--- config.mk ---
export PLATFORM = sky130hd
export DESIGN_NAME = pong_flow_ctrl_flat
export DESIGN_NICKNAME = d
export VERILOG_FILES = /design/src/rtl/pong_pkg.sv /design/src/rtl/pong_flow_ctrl_if.sv /design/src/rtl/pong_bcd_score.sv /design/src/rtl/pong_flow_ctrl.sv /design/src/flat_wrapper.sv
export SDC_FILE = /design/constraint.sdc
export NUM_CORES = 1
export LEC_CHECK = 0
export CAP_MARGIN = 20
export CORE_ASPECT_RATIO = 0.75
export CORE_MARGIN = 2
export CORE_UTILIZATION = 56
export DETAILED_ROUTE_END_ITERATION = 7
export PLACE_DENSITY_LB_ADDON = 0.25
export SKIP_LAST_GASP = 1
export SLEW_MARGIN = 20
export SYNTH_ARGS = -nofsm -noshare
export SYNTH_HDL_FRONTEND = slang
export SYNTH_SLANG_ARGS = --single-unit
--- constraint.sdc ---
create_clock -name clk25 -period 2.1 [get_ports clk25]
set_clock_uncertainty 0.15 [all_clocks]
set_input_delay 0.42 -clock clk25 [delete_from_list [all_inputs] [get_ports clk25]]
set_output_delay 0.42 -clock clk25 [all_outputs]
set_load 0.05 [all_outputs]
--- src/rtl/pong_pkg.sv ---
// Shared encodings and default tuning for the pong game-flow controller.
// Imported by the interface, the score counter and the flow controller.
package pong_pkg;

  localparam int DIGIT_W = 4;
  localparam int SCORE_W = 4 * DIGIT_W;

  localparam int DEF_LIVES         = 3;
  localparam int DEF_SERVE_FRAMES  = 60;
  localparam int DEF_MISS_FRAMES   = 63;
  localparam int DEF_HITS_PER_STEP = 8;
  localparam int DEF_MAX_SPEED     = 3;

  typedef enum logic [2:0] {
    ST_IDLE  = 3'd0,
    ST_SERVE = 3'd1,
    ST_PLAY  = 3'd2,
    ST_MISS  = 3'd3,
    ST_OVER  = 3'd4
  } state_t;

endpackage

--- src/rtl/pong_flow_ctrl_if.sv ---
// Event and control bundle between the pong datapath and the flow controller.
// master = datapath side (drives events), slave = flow controller.
interface pong_flow_ctrl_if;
  import pong_pkg::*;

  logic               end_of_frame;
  logic               start_btn;
  logic               paddle_hit;
  logic               ball_missed;
  logic               ball_enable;
  logic               ball_load;
  logic [1:0]         speed;
  logic [1:0]         lives;
  logic [SCORE_W-1:0] score;
  logic               miss_flash;
  logic               game_over;
  logic [2:0]         state_dbg;

  modport master (
    output end_of_frame, start_btn,
    output paddle_hit, ball_missed,
    input  ball_enable, ball_load,
    input  speed, lives, score,
    input  miss_flash, game_over,
    input  state_dbg
  );

  modport slave (
    input  end_of_frame, start_btn,
    input  paddle_hit, ball_missed,
    output ball_enable, ball_load,
    output speed, lives, score,
    output miss_flash, game_over,
    output state_dbg
  );

endinterface

--- src/rtl/pong_bcd_score.sv ---
// Four-digit BCD score counter; holds at 9999 instead of wrapping.
// clr has priority over inc.
module pong_bcd_score
  import pong_pkg::*;
(
  input  logic               clk25,
  input  logic               reset_n,
  input  logic               clr,
  input  logic               inc,
  output logic [SCORE_W-1:0] score
);

  logic [SCORE_W-1:0] w_next;
  logic               w_full;

  // ripple the +1 through digits until one absorbs the carry
  always_comb begin
    logic c;
    w_next = score;
    c      = 1'b1;
    for (int d = 0; d < 4; d++) begin
      if (c) begin
        if (score[d*DIGIT_W +: DIGIT_W] == 4'd9) begin
          w_next[d*DIGIT_W +: DIGIT_W] = 4'd0;
        end else begin
          w_next[d*DIGIT_W +: DIGIT_W] =
            score[d*DIGIT_W +: DIGIT_W] + 4'd1;
          c = 1'b0;
        end
      end
    end
  end

  assign w_full = (score == 16'h9999);

  always_ff @(posedge clk25) begin
    if (!reset_n) begin
      score <= '0;
    end else if (clr) begin
      score <= '0;
    end else if (inc && !w_full) begin
      score <= w_next;
    end
  end

endmodule

--- src/rtl/pong_flow_ctrl.sv ---
// Game-flow sequencer: attract, serve, play, miss flash and game over.
// Gates ball motion, counts lives, ramps speed and drives the score.
module pong_flow_ctrl
  import pong_pkg::*;
#(
  parameter int LIVES         = DEF_LIVES,
  parameter int SERVE_FRAMES  = DEF_SERVE_FRAMES,
  parameter int MISS_FRAMES   = DEF_MISS_FRAMES,
  parameter int HITS_PER_STEP = DEF_HITS_PER_STEP,
  parameter int MAX_SPEED     = DEF_MAX_SPEED
) (
  input  logic            clk25,
  input  logic            reset_n,
  pong_flow_ctrl_if.slave bus
);

  state_t     r_state,     w_state_nx;
  logic [7:0] r_frame_cnt, w_frame_nx;
  logic [7:0] r_hit_cnt,   w_hit_nx;
  logic [1:0] r_lives,     w_lives_nx;
  logic [1:0] r_speed,     w_speed_nx;
  logic       r_en,        w_en_nx;
  logic       r_load,      w_load_nx;
  logic       r_flash,     w_flash_nx;
  logic       r_over,      w_over_nx;

  logic       r_sync1, r_sync2, r_start_q;
  logic       w_start_edge;
  logic       w_clr, w_inc, w_last;
  logic [7:0] w_hit_inc;
  logic [SCORE_W-1:0] w_score;

  assign w_start_edge = r_sync2 & ~r_start_q;
  assign w_last       = (r_frame_cnt <= 8'd1);
  assign w_hit_inc    = r_hit_cnt + 8'd1;

  always_comb begin
    w_state_nx = r_state;
    w_frame_nx = r_frame_cnt;
    w_hit_nx   = r_hit_cnt;
    w_lives_nx = r_lives;
    w_speed_nx = r_speed;
    w_en_nx    = r_en;
    w_load_nx  = 1'b0;
    w_flash_nx = r_flash;
    w_over_nx  = r_over;
    w_clr      = 1'b0;
    w_inc      = 1'b0;
    unique case (1'b1)
      (r_state == ST_IDLE),
      (r_state == ST_OVER): begin
        w_en_nx = 1'b0;
        if (w_start_edge) begin
          w_state_nx = ST_SERVE;
          w_load_nx  = 1'b1;
          w_lives_nx = 2'(LIVES);
          w_speed_nx = 2'd0;
          w_hit_nx   = 8'd0;
          w_frame_nx = 8'(SERVE_FRAMES);
          w_over_nx  = 1'b0;
          w_clr      = 1'b1;
        end
      end
      (r_state == ST_SERVE): begin
        w_en_nx = 1'b0;
        if (bus.end_of_frame) begin
          if (w_last) begin
            w_state_nx = ST_PLAY;
            w_en_nx    = 1'b1;
            w_frame_nx = 8'd0;
          end else begin
            w_frame_nx = r_frame_cnt - 8'd1;
          end
        end
      end
      (r_state == ST_PLAY): begin
        w_en_nx = 1'b1;
        // a miss in the same cycle as a hit cancels the hit
        if (bus.ball_missed) begin
          w_state_nx = ST_MISS;
          w_lives_nx = r_lives - 2'd1;
          w_frame_nx = 8'(MISS_FRAMES);
          w_flash_nx = 1'b1;
          w_en_nx    = 1'b0;
        end else if (bus.paddle_hit) begin
          w_inc = 1'b1;
          if (w_hit_inc == 8'(HITS_PER_STEP)) begin
            w_hit_nx = 8'd0;
            if (r_speed < 2'(MAX_SPEED)) begin
              w_speed_nx = r_speed + 2'd1;
            end
          end else begin
            w_hit_nx = w_hit_inc;
          end
        end
      end
      (r_state == ST_MISS): begin
        w_flash_nx = 1'b1;
        if (bus.end_of_frame) begin
          if (w_last) begin
            w_flash_nx = 1'b0;
            if (r_lives == 2'd0) begin
              w_state_nx = ST_OVER;
              w_over_nx  = 1'b1;
              w_frame_nx = 8'd0;
            end else begin
              w_state_nx = ST_SERVE;
              w_load_nx  = 1'b1;
              w_frame_nx = 8'(SERVE_FRAMES);
            end
          end else begin
            w_frame_nx = r_frame_cnt - 8'd1;
          end
        end
      end
      default: begin
        w_state_nx = ST_IDLE;
        w_en_nx    = 1'b0;
        w_flash_nx = 1'b0;
      end
    endcase
  end

  always_ff @(posedge clk25) begin
    if (!reset_n) begin
      r_state     <= ST_IDLE;
      r_frame_cnt <= 8'd0;
      r_hit_cnt   <= 8'd0;
      r_lives     <= 2'(LIVES);
      r_speed     <= 2'd0;
      r_en        <= 1'b0;
      r_load      <= 1'b0;
      r_flash     <= 1'b0;
      r_over      <= 1'b0;
      r_sync1     <= 1'b0;
      r_sync2     <= 1'b0;
      r_start_q   <= 1'b0;
    end else begin
      r_state     <= w_state_nx;
      r_frame_cnt <= w_frame_nx;
      r_hit_cnt   <= w_hit_nx;
      r_lives     <= w_lives_nx;
      r_speed     <= w_speed_nx;
      r_en        <= w_en_nx;
      r_load      <= w_load_nx;
      r_flash     <= w_flash_nx;
      r_over      <= w_over_nx;
      r_sync1     <= bus.start_btn;
      r_sync2     <= r_sync1;
      r_start_q   <= r_sync2;
    end
  end

  pong_bcd_score u_score (
    .clk25   (clk25),
    .reset_n (reset_n),
    .clr     (w_clr),
    .inc     (w_inc),
    .score   (w_score)
  );

  assign bus.ball_enable = r_en;
  assign bus.ball_load   = r_load;
  assign bus.speed       = r_speed;
  assign bus.lives       = r_lives;
  assign bus.score       = w_score;
  assign bus.miss_flash  = r_flash;
  assign bus.game_over   = r_over;
  assign bus.state_dbg   = r_state;

endmodule
--- src/flat_wrapper.sv ---
// flat-port wrapper written by rule: the top's interface ports become plain ports
module pong_flow_ctrl_flat import pong_pkg::*;
#(
  parameter int LIVES         = DEF_LIVES,
  parameter int SERVE_FRAMES  = DEF_SERVE_FRAMES,
  parameter int MISS_FRAMES   = DEF_MISS_FRAMES,
  parameter int HITS_PER_STEP = DEF_HITS_PER_STEP,
  parameter int MAX_SPEED     = DEF_MAX_SPEED
)
  (clk25, reset_n, bus_end_of_frame, bus_start_btn, bus_paddle_hit, bus_ball_missed, bus_ball_enable, bus_ball_load, bus_speed, bus_lives, bus_score, bus_miss_flash, bus_game_over, bus_state_dbg);
  pong_flow_ctrl_if bus_i ();
  input  logic clk25;
  input  logic reset_n;
  input wire logic [$bits(bus_i.end_of_frame)-1:0] bus_end_of_frame;
  input wire logic [$bits(bus_i.start_btn)-1:0] bus_start_btn;
  input wire logic [$bits(bus_i.paddle_hit)-1:0] bus_paddle_hit;
  input wire logic [$bits(bus_i.ball_missed)-1:0] bus_ball_missed;
  output wire logic [$bits(bus_i.ball_enable)-1:0] bus_ball_enable;
  output wire logic [$bits(bus_i.ball_load)-1:0] bus_ball_load;
  output wire logic [$bits(bus_i.speed)-1:0] bus_speed;
  output wire logic [$bits(bus_i.lives)-1:0] bus_lives;
  output wire logic [$bits(bus_i.score)-1:0] bus_score;
  output wire logic [$bits(bus_i.miss_flash)-1:0] bus_miss_flash;
  output wire logic [$bits(bus_i.game_over)-1:0] bus_game_over;
  output wire logic [$bits(bus_i.state_dbg)-1:0] bus_state_dbg;
  assign bus_i.end_of_frame = bus_end_of_frame;
  assign bus_i.start_btn = bus_start_btn;
  assign bus_i.paddle_hit = bus_paddle_hit;
  assign bus_i.ball_missed = bus_ball_missed;
  assign bus_ball_enable = bus_i.ball_enable;
  assign bus_ball_load = bus_i.ball_load;
  assign bus_speed = bus_i.speed;
  assign bus_lives = bus_i.lives;
  assign bus_score = bus_i.score;
  assign bus_miss_flash = bus_i.miss_flash;
  assign bus_game_over = bus_i.game_over;
  assign bus_state_dbg = bus_i.state_dbg;
  pong_flow_ctrl #(.LIVES(LIVES), .SERVE_FRAMES(SERVE_FRAMES), .MISS_FRAMES(MISS_FRAMES), .HITS_PER_STEP(HITS_PER_STEP), .MAX_SPEED(MAX_SPEED)) u_core (.clk25(clk25), .reset_n(reset_n), .bus(bus_i));
endmodule
==> results_dict.tcl, run 1 <==
set metrics [dict create \
    yosysSeqAreaShare 0.3422 \
    route.vias.total 2667 \
    grt_max_degree 17 \
    cpLargestDelayFamily "buffers and inverters" \
    yosys_register_bits 46 \
    grt_pass1_wl_mm 11.68 \
    area_delta_synth_final_pct 24.97 \
    grtUsageMet3 0.05814 \
    ios 33 \
    synthTopCellsByArea "dfxtp_1 (34%), a21oi_1 (6.0%), nand2_1 (3.6%)" \
    core_mm2 0.004546 \
    min_period_ns 2.065 \
    slowest_delay_ns 0.82 \
    wire_per_inst_um 15.89 \
    die_h_um 64.04 \
    min-delay-start "u_core.r_sync1$_SDFF_PN0_" \
    fmax_ghz 0.4843 \
    root_buffer "clkbuf_8" \
    cts_tree "yes" \
    cp_cell_sequence "clkdlybuf4s50_1" \
    cap_violations 0 \
    p_per_area_mw_per_mm2 822.4 \
    dieArea_mm2 0.005382 \
    synthArstFlopShare 0 \
    irDropWorstVdd_v 0.0005862 \
    seqCellArea_um2 923.4 \
    crit_type "register to primary output" \
    outcome "completed" \
    io_buffers 32 \
    r2r_end "u_core.r_frame_cnt[3]$_SDFFE_PN0P_" \
    path_buf_inv 1 \
    min_path_type "register to register" \
    r2r-start "u_core.r_frame_cnt[1]$_SDFFE_PN0P_" \
    worstPathMaxFanout 2 \
    insertion_delay_ns 0.31 \
    avgViaCountPerCell 6.159 \
    start_kind "register" \
    synth.distinct_cells 70 \
    ff2ff_setup_slack_ns 0.11 \
    hold_viol_final 0 \
    rsz0062_at_grt "no" \
    firstDrtPassIters 5 \
    num_rows 21 \
    nNetsFinal 386 \
    rr_worst_depth 6 \
    slowest_stage "clkdlybuf4s50_1" \
    drive_above_1_share 0.2314 \
    cts_max_level 2 \
    clockBufferDepth 2 \
    synth_cells 318 \
    finalSetupViolCount 0 \
    p_total_uw 2766 \
    final_common_cell "buf_4" \
    die_x_um 84.05 \
    hold-path-cell-count 1 \
    nFillCells 371 \
    drt_first_iter_violations 282 \
    cts_sinks 46 \
    final_cell_mix "buf_4 (50), dfxtp_1 (44), a21oi_1 (32)" \
    multi_input_area_mm2 0.001648 \
    hold_end "u_core.r_sync2$_SDFF_PN0_" \
    n_antenna_cell 0 \
    pre_cts_ws_ns -0.2115 \
    syn-mean-instance-area_um2 8.463 \
    tightestPinTransition_ns 0.5179 \
    grt_pass1_vias 2438 \
    drc_errors 0 \
    antenna_left 0 \
    leakage_uw 0.001300 \
    worst_ep_arrival_time_ns 1.49 \
    cp-end-kind "primary output" \
    slew_headroom 0.6498 \
    clk_pin_slew_ns 0.09 \
    synth_area_mm2 0.002691 \
    initial_core_util 0.5921 \
    synth_warnings 0 \
    dp_hpwl_mm 5.034 \
    critPathRequiredTime_ns 1.53 \
    grt.busiest_layer "met2" \
    hold_buffers 0 \
    met1_usage 0.3863 \
    place.gp.congestion 0.9078 \
    timing.final.crit_share 0.9833 \
    use_met2 0.3998 \
    synth_top_cell_area_share 0.3422 \
    synth-edff-count 0 \
    grt_use_total 0.2670 \
    layout_setup_ws_ns 0.03512 \
    drv_slew 0 \
    ys.flop_type "dfxtp_1" \
    cts_buffers 5 \
    grt_antenna_before_repair 0 \
    yosysTopAreaCell "dfxtp_1" \
    syn_nets 329 \
    routed_wl_mm 6.881 \
    grt_overflow 0 \
]
==> flip-flops by register name (all words and copies together) (netlist names), 2 cells and up <==
signal,cells
u_core.bus.lives,2
u_core.bus.speed,2
u_core.bus.state_dbg,3
u_core.r_frame_cnt,8
u_core.r_hit_cnt,8
u_core.u_score.score,16
==> power breakdown <==
part / total [uW] / internal [uW] / switching (uW)
sequential: 1030 / 935 / 97.4
clock: 660 / 355 / 305
combinational: 1070 / 466 / 607
==> kinds of logic after synthesis <==
logic type                 after synthesis  synth area share
buffers and inverters                   30           0.05300
DFF                                     46            0.3422
muxes                                    1          0.004184
and+or+nand+nor                        135            0.3259
AOI/OAI and AO/OA                       97            0.2385
xor gates and xnor gates                 4           0.01302
adders and majority gates                5           0.02325
==> worst max path at each step <==
stage                                          from  slack [ns]  cells after the start                                     to
3_5_place_dp                         bus_paddle_hit       -0.21                      7       u_core.r_hit_cnt[5]$_SDFFE_PN0P_
4_1_cts           u_core.bus.game_over$_SDFFE_PN0P_        0.04                      1                          bus_game_over
6_report          u_core.bus.game_over$_SDFFE_PN0P_        0.04                      1                          bus_game_over
3_3_place_gp                         bus_paddle_hit       -0.12                      6  u_core.u_score.score[11]$_SDFFE_PP0P_
2_1_floorplan  u_core.u_score.score[4]$_SDFFE_PP0P_        0.06                      4  u_core.u_score.score[11]$_SDFFE_PP0P_
5_1_grt           u_core.bus.game_over$_SDFFE_PN0P_      0.0007                      1                          bus_game_over
==> cell usage after synthesis, types with 2 or more instances <==
master     instances
nand3b_1           5
inv_1             15
o21a_1             2
or3_1              4
a21oi_1           32
nor4_4             2
o21ai_1            3
o21ai_0           17
o211ai_1           2
nand2b_1           2
a211oi_1           2
nand2_1           26
nand4_1            7
nor3b_1            2
or4_1              4
nor4b_2            2
and4bb_2           3
nor2_1            19
ha_1               5
buf_2              3
dfxtp_1           46
nand4bb_1          3
a31oi_1            7
o31ai_1            8
xnor2_1            3
clkbuf_1           8
o211a_1            4
a41o_1             2
nor4_1             5
nand3_1           12
buf_6              3
and3_1             6
nor2b_1            5
and2_1            10
nor3_1             4
==> timing repair <==
item | CTS | global route
gates resized for setup | 1 | 4
buffers inserted | 0 | 0
endpoints found under the setup margin | 1 | 8
==> stage by stage <==
step                      instances  area (um2)  TNS [ns]  hold WS (ns)    util
final                           433        3363         0        0.2928  0.7399
after global routing            433        3363         0        0.3159  0.7399
after CTS                       433        3342         0        0.2971  0.7352
after detailed placement        425        3233   -0.9381        0.2771  0.7113
after global placement          425        3233   -0.3598        0.2631  0.7113
after floorplan                 318        2693         0        0.2619       -
==> layout make-up <==
class                           instances  area share
Clock buffer                            6     0.02158
Clock inverter                          2     0.01116
Inverter                               15     0.01674
Multi-Input combinational cell        242      0.4900
Sequential cell                        46      0.2746
Tap cell                               57     0.02121
Timing Repair Buffer                   65      0.1648
==> metal layers <==
| layer | vias to the layer above | share of wire |
|---|---|---|
| li1 | 1308 | - |
| met1 | 1262 | 0.48 |
| met2 | 87 | 0.44 |
| met3 | 10 | 0.065 |
| met4 | 0 | 0.012 |
| met5 | - | 0 |
(Power assumes the default switching activity.)
==> inputs of run 2 (changes only) <==
--- a/config.mk
+++ b/config.mk
@@ -8,7 +8,7 @@
 export CAP_MARGIN = 20
 export CORE_ASPECT_RATIO = 0.75
 export CORE_MARGIN = 2
-export CORE_UTILIZATION = 56
+export CORE_UTILIZATION = 60
 export DETAILED_ROUTE_END_ITERATION = 7
 export PLACE_DENSITY_LB_ADDON = 0.25
 export SKIP_LAST_GASP = 1
==> constraint.sdc (replaced) <==
create_clock -name clk25 -period 2.68 [get_ports clk25]
set_clock_uncertainty 0.15 [all_clocks]
set_input_delay 0.536 -clock clk25 [delete_from_list [all_inputs] [get_ports clk25]]
set_output_delay 0.536 -clock clk25 [all_outputs]
set_load 0.05 [all_outputs]
==> results_dict.tcl, run 2 (synthesized netlist as in run 1, its figures left out) <==
set metrics [dict create \
    final_cell_mix "dfxtp_1 (46), a21oi_1 (32), clkdlybuf4s50_1 (31)" \
    crit_type "register to primary output" \
    rsz0062_at_grt "no" \
    path_buf_inv 1 \
    ios 33 \
    leakage_uw 0.001128 \
    rr_worst_depth 4 \
    largest_reg_flops 16 \
    fin_util 0.7203 \
    seqPwrFrac 0.417 \
    start_kind "register" \
    tightestPinTransition_ns 0.6658 \
    min-delay-start "u_core.r_sync1$_SDFF_PN0_" \
    min_path_type "register to register" \
    clockBufferDepth 2 \
    dp_hpwl_mm 4.656 \
    worst-path-stages 1 \
    r2r-start "u_core.bus.state_dbg[1]$_SDFFE_PN0P_" \
    core_mm2 0.004388 \
    startpoint "u_core.bus.state_dbg[1]$_SDFFE_PN0P_" \
    cts_sinks 46 \
    cp_cell_sequence "clkdlybuf4s50_1" \
    p_switching_uw 762.8 \
    slowest_delay_ns 0.89 \
    timing.final.crit_share 0.9239 \
    p_int_uw 1212 \
    nNetsFinal 363 \
    drive_above_1_share 0.1161 \
    min_period_ns 2.476 \
    die_h_um 62 \
    grt_antenna_before_repair 0 \
    dieArea_mm2 0.005043 \
    io_buffers 32 \
    dp_cells 402 \
    cp-end-kind "primary output" \
    root_buffer "clkbuf_8" \
    cap_violations 0 \
    route.vias.total 2584 \
    n_antenna_cell 0 \
    worst_ep_arrival_time_ns 1.79 \
    final_common_cell "dfxtp_1" \
    comb_power_share 0.353 \
    cts_max_level 2 \
    antenna_left 0 \
    die_x_um 81.34 \
    initial_core_util 0.6133 \
    grt_use_total 0.2694 \
    grt_pass1_wl_mm 10.45 \
    post_cts_buffers 0 \
    routed_wl_mm 6.656 \
    wire_per_inst_um 16.23 \
    ff2ff_setup_slack_ns 0.44 \
    irDropWorstVdd_v 0.0004733 \
    cts_tree "yes" \
    outcome "completed" \
    nFillCells 366 \
    cts-resized-gates 0 \
    fin_cells 410 \
    drc_errors 0 \
    fmax_ghz 0.4039 \
    grt_max_degree 16 \
    place.gp.congestion 0.8805 \
    regMostFlops "u_core.u_score.score" \
    firstDrtPassIters 5 \
    hold_end "u_core.r_sync2$_SDFF_PN0_" \
    grt_pass1_vias 2184 \
    hold_viol_final 0 \
    finalSetupViolCount 0 \
    avgViaCountPerCell 6.302 \
    hold-path-cell-count 1 \
    p_per_area_mw_per_mm2 624.9 \
    cpLargestDelayFamily "buffers and inverters" \
    drt_first_iter_violations 228 \
    drv_slew 0 \
    switching_share 0.3862 \
    cts_buffers 5 \
    largestRegisters "u_core.u_score.score x16, u_core.r_frame_cnt x8, u_core.r_hit_cnt x8" \
    worstPathMaxFanout 12 \
    p_clk_frac 0.230 \
    num_rows 21 \
    insertion_delay_ns 0.31 \
    slew_headroom 0.5501 \
    grt_overflow 0 \
    fin_setup_tns_ns 0 \
    r2r_end "u_core.r_hit_cnt[3]$_SDFFE_PN0P_" \
    slowest_stage "clkdlybuf4s50_1" \
    clk_pin_slew_ns 0.09 \
    area_delta_synth_final_pct 17.43 \
    hold_buffers 0 \
    critPathRequiredTime_ns 1.99 \
]
## run 2: cell count changes in the layout (fill, tap and decap cells not counted), moves of 2 or more
cell,change
buf_12,-3
clkdlybuf4s50_1,+20
buf_4,-39
dfxtp_1,+2
dfxtp_2,-2
## run 2: power groups by stage
stage / sequential (uW) / clock [uW] / combinational [uW]
6_report: 824 / 454 / 697
5_1_grt: 835 / 485 / 756
4_1_cts: 823 / 458 / 686
3_5_place_dp: 838 / 0 / 682
3_3_place_gp: 835 / 0 / 665
2_1_floorplan: 850 / 0 / 513
## run 2: routing by layer
| metal | vias to the layer above | global-route usage | share of wire |
|---|---|---|---|
| met1 | 1227 | 0.3841 | 0.48 |
| met4 | 0 | 0.07748 | 0.0095 |
| met5 | - | 0 | 0 |
| li1 | 1256 | - | - |
| met3 | 8 | 0.04335 | 0.060 |
| met2 | 93 | 0.4262 | 0.45 |
## run 2: how the worst max path moves through the flow
stage                                            endpoint
global route                             bus_state_dbg[1]
detailed placement  u_core.u_score.score[11]$_SDFFE_PP0P_
CTS                                      bus_state_dbg[1]
global placement    u_core.u_score.score[11]$_SDFFE_PP0P_
floorplan                u_core.r_hit_cnt[5]$_SDFFE_PN0P_
finish                                   bus_state_dbg[1]
## run 2: area by class of cell
| type | instances | area [um2] | area share |
|---|---|---|---|
| multi-input cells | 242 | 1628 | 0.5150 |
| clock buffers | 7 | 86.33 | 0.02732 |
| flip-flops and latches | 46 | 920.9 | 0.2914 |
| well taps | 57 | 71.32 | 0.02257 |
| clock inverters | 1 | 5.005 | 0.001584 |
| repair buffers | 42 | 392.9 | 0.1243 |
| inverters | 15 | 56.30 | 0.01781 |
## run 2: per-stage QoR
step	power (uW)	area [um2]	setup slack (ns)	hold slack (ns)
global route	2076	3161	0.1516	0.3268
CTS	1967	3161	0.2079	0.2879
detailed placement	1520	3069	0.2167	0.2669
floorplan	1362	2691	0.5103	0.2619
finish	1975	3161	0.2040	0.2884
global placement	1500	3069	0.2904	0.2639
==> inputs of run 3 (changes only) <==
--- a/config.mk
+++ b/config.mk
@@ -8,8 +8,9 @@
 export CAP_MARGIN = 20
 export CORE_ASPECT_RATIO = 0.75
 export CORE_MARGIN = 2
-export CORE_UTILIZATION = 60
+export CORE_UTILIZATION = 50
 export DETAILED_ROUTE_END_ITERATION = 7
+export MAX_ROUTING_LAYER = met4
 export PLACE_DENSITY_LB_ADDON = 0.25
 export SKIP_LAST_GASP = 1
 export SLEW_MARGIN = 20
==> constraint.sdc (replaced) <==
create_clock -name clk25 -period 2 [get_ports clk25]
set_clock_uncertainty 0.15 [all_clocks]
set_input_delay 0.4 -clock clk25 [delete_from_list [all_inputs] [get_ports clk25]]
set_output_delay 0.4 -clock clk25 [all_outputs]
set_load 0.05 [all_outputs]
==> results_dict.tcl, run 3 (synthesized netlist as in run 1, its figures left out) <==
set metrics [dict create \
    r2r-start "u_core.r_frame_cnt[0]$_SDFFE_PN0P_" \
    tightestPinTransition_ns 0.4630 \
    worst_ep_arrival_time_ns 2.02 \
    rr_worst_depth 6 \
    grt_overflow 0 \
    slew_headroom 0.6885 \
    irDropWorstVdd_v 0.0004720 \
    final_common_cell "buf_4" \
    layout_setup_ws_ns 0.06560 \
    startpoint "u_core.r_frame_cnt[0]$_SDFFE_PN0P_" \
    wire_per_inst_um 14.93 \
    clk_pin_slew_ns 0.09 \
    largestRegisters "u_core.u_score.score x16, u_core.r_frame_cnt x8, u_core.r_hit_cnt x8" \
    core_mm2 0.005266 \
    nNetsFinal 396 \
    cts_sinks 46 \
    worstPathMaxFanout 6 \
    fin_cells 461 \
    finalSetupViolCount 0 \
    drv_slew 0 \
    cts_max_level 2 \
    insertion_delay_ns 0.30 \
    critPathRequiredTime_ns 2.09 \
    die_x_um 88.72 \
    multi_input_area_mm2 0.001653 \
    regMostFlops "u_core.u_score.score" \
    area_delta_synth_final_pct 28.41 \
    hold_viol_final 0 \
    routed_wl_mm 6.885 \
    dieArea_mm2 0.005991 \
    drt_first_iter_violations 201 \
    outcome "completed" \
    p_per_area_mw_per_mm2 859.0 \
    min_path_type "register to register" \
    place.gp.congestion 0.8767 \
    num_rows 23 \
    route.vias.total 2666 \
    leakage_uw 0.001359 \
    cp-end-kind "register" \
    min_period_ns 1.934 \
    fin_setup_tns_ns 0 \
    die_h_um 67.54 \
    seqCellArea_um2 929.6 \
    grt_use_total 0.2449 \
    clockBufferDepth 2 \
    final_cell_mix "buf_4 (67), dfxtp_1 (39), a21oi_1 (32)" \
    fin_util 0.6562 \
    n_antenna_cell 0 \
    grt_antenna_before_repair 0 \
    crit_type "register to register" \
    timing.final.crit_share 0.9672 \
    dp_hpwl_mm 4.936 \
    grt_max_degree 17 \
    grt_pass1_vias 2313 \
    rsz0062_at_grt "yes" \
    grt_pass1_wl_mm 11.18 \
    pre_cts_ws_ns -0.3151 \
    r2r_end "u_core.bus.state_dbg[1]$_SDFFE_PN0P_" \
    drc_errors 0 \
    drive_above_1_share 0.2876 \
    initial_core_util 0.5110 \
    nFillCells 455 \
    cap_violations 0 \
    critPathCapture "u_core.bus.state_dbg[1]$_SDFFE_PN0P_" \
    fmax_ghz 0.5170 \
    dp_cells 449 \
    ios 33 \
    ff2ff_setup_slack_ns 0.07 \
    avgViaCountPerCell 5.783 \
    start_kind "register" \
    io_buffers 32 \
    antenna_left 0 \
    cts_buffers 5 \
    cts_tree "yes" \
    root_buffer "clkbuf_8" \
    largest_reg_flops 16 \
    firstDrtPassIters 4 \
    p_total_uw 2969 \
]
run 3: metal layers:
layer  up-vias  part of all wire  global-route usage
met5         -                 0                   -
met4         0            0.0090             0.04924
met3         8             0.062             0.04523
met2        71              0.43              0.3470
met1      1265              0.50              0.3622
li1       1322                 -                   -
run 3: cell type report:
class,instances,area share
clock inverter,2,0.01086
clock buffer,6,0.02100
tap,75,0.02715
timing repair buffer,75,0.1774
multi-input combinational,242,0.4783
inverter,15,0.01629
sequential,46,0.2690
run 3: worst min-delay path by stage:
| stage | startpoint | slack [ns] | end | depth (start not counted) |
|---|---|---|---|---|
| 6_report | u_core.r_sync1$_SDFF_PN0_ | 0.30 | u_core.r_sync2$_SDFF_PN0_ | 1 |
| 5_1_grt | u_core.r_sync1$_SDFF_PN0_ | 0.32 | u_core.r_sync2$_SDFF_PN0_ | 1 |
| 4_1_cts | u_core.r_sync1$_SDFF_PN0_ | 0.29 | u_core.r_sync2$_SDFF_PN0_ | 1 |
| 3_5_place_dp | u_core.r_sync1$_SDFF_PN0_ | 0.27 | u_core.r_sync2$_SDFF_PN0_ | 1 |
| 3_3_place_gp | u_core.r_sync1$_SDFF_PN0_ | 0.26 | u_core.r_sync2$_SDFF_PN0_ | 1 |
| 2_1_floorplan | u_core.r_sync1$_SDFF_PN0_ | 0.26 | u_core.r_sync2$_SDFF_PN0_ | 1 |
run 3: critical path, cell delays in order, from the launching register on:
cell,delay [ns]
dfxtp_2,0.38
inv_1,0.05
ha_1,0.20
or2_2,0.36
and3_2,0.29
a311oi_1,0.29
o21a_1,0.16
run 3: repair_timing:
item	CTS	global route
endpoints found under the setup margin	0	16
buffers inserted	0	4
gates resized for setup	0	7
hold buffers	0	0
run 3: power breakdown:
part / internal [uW] / switching, uW
Clock: 373 / 329
Sequential: 984 / 107
Combinational: 541 / 635
Total: 1900 / 1070
run 3: stage by stage:
| step | hold slack [ns] | cell area, um2 |
|---|---|---|
| floorplan | 0.2619 | 2699 |
| global placement | 0.2650 | 3289 |
| detailed placement | 0.2685 | 3289 |
| CTS | 0.2898 | 3400 |
| global route | 0.3189 | 3456 |
| finish | 0.2956 | 3456 |
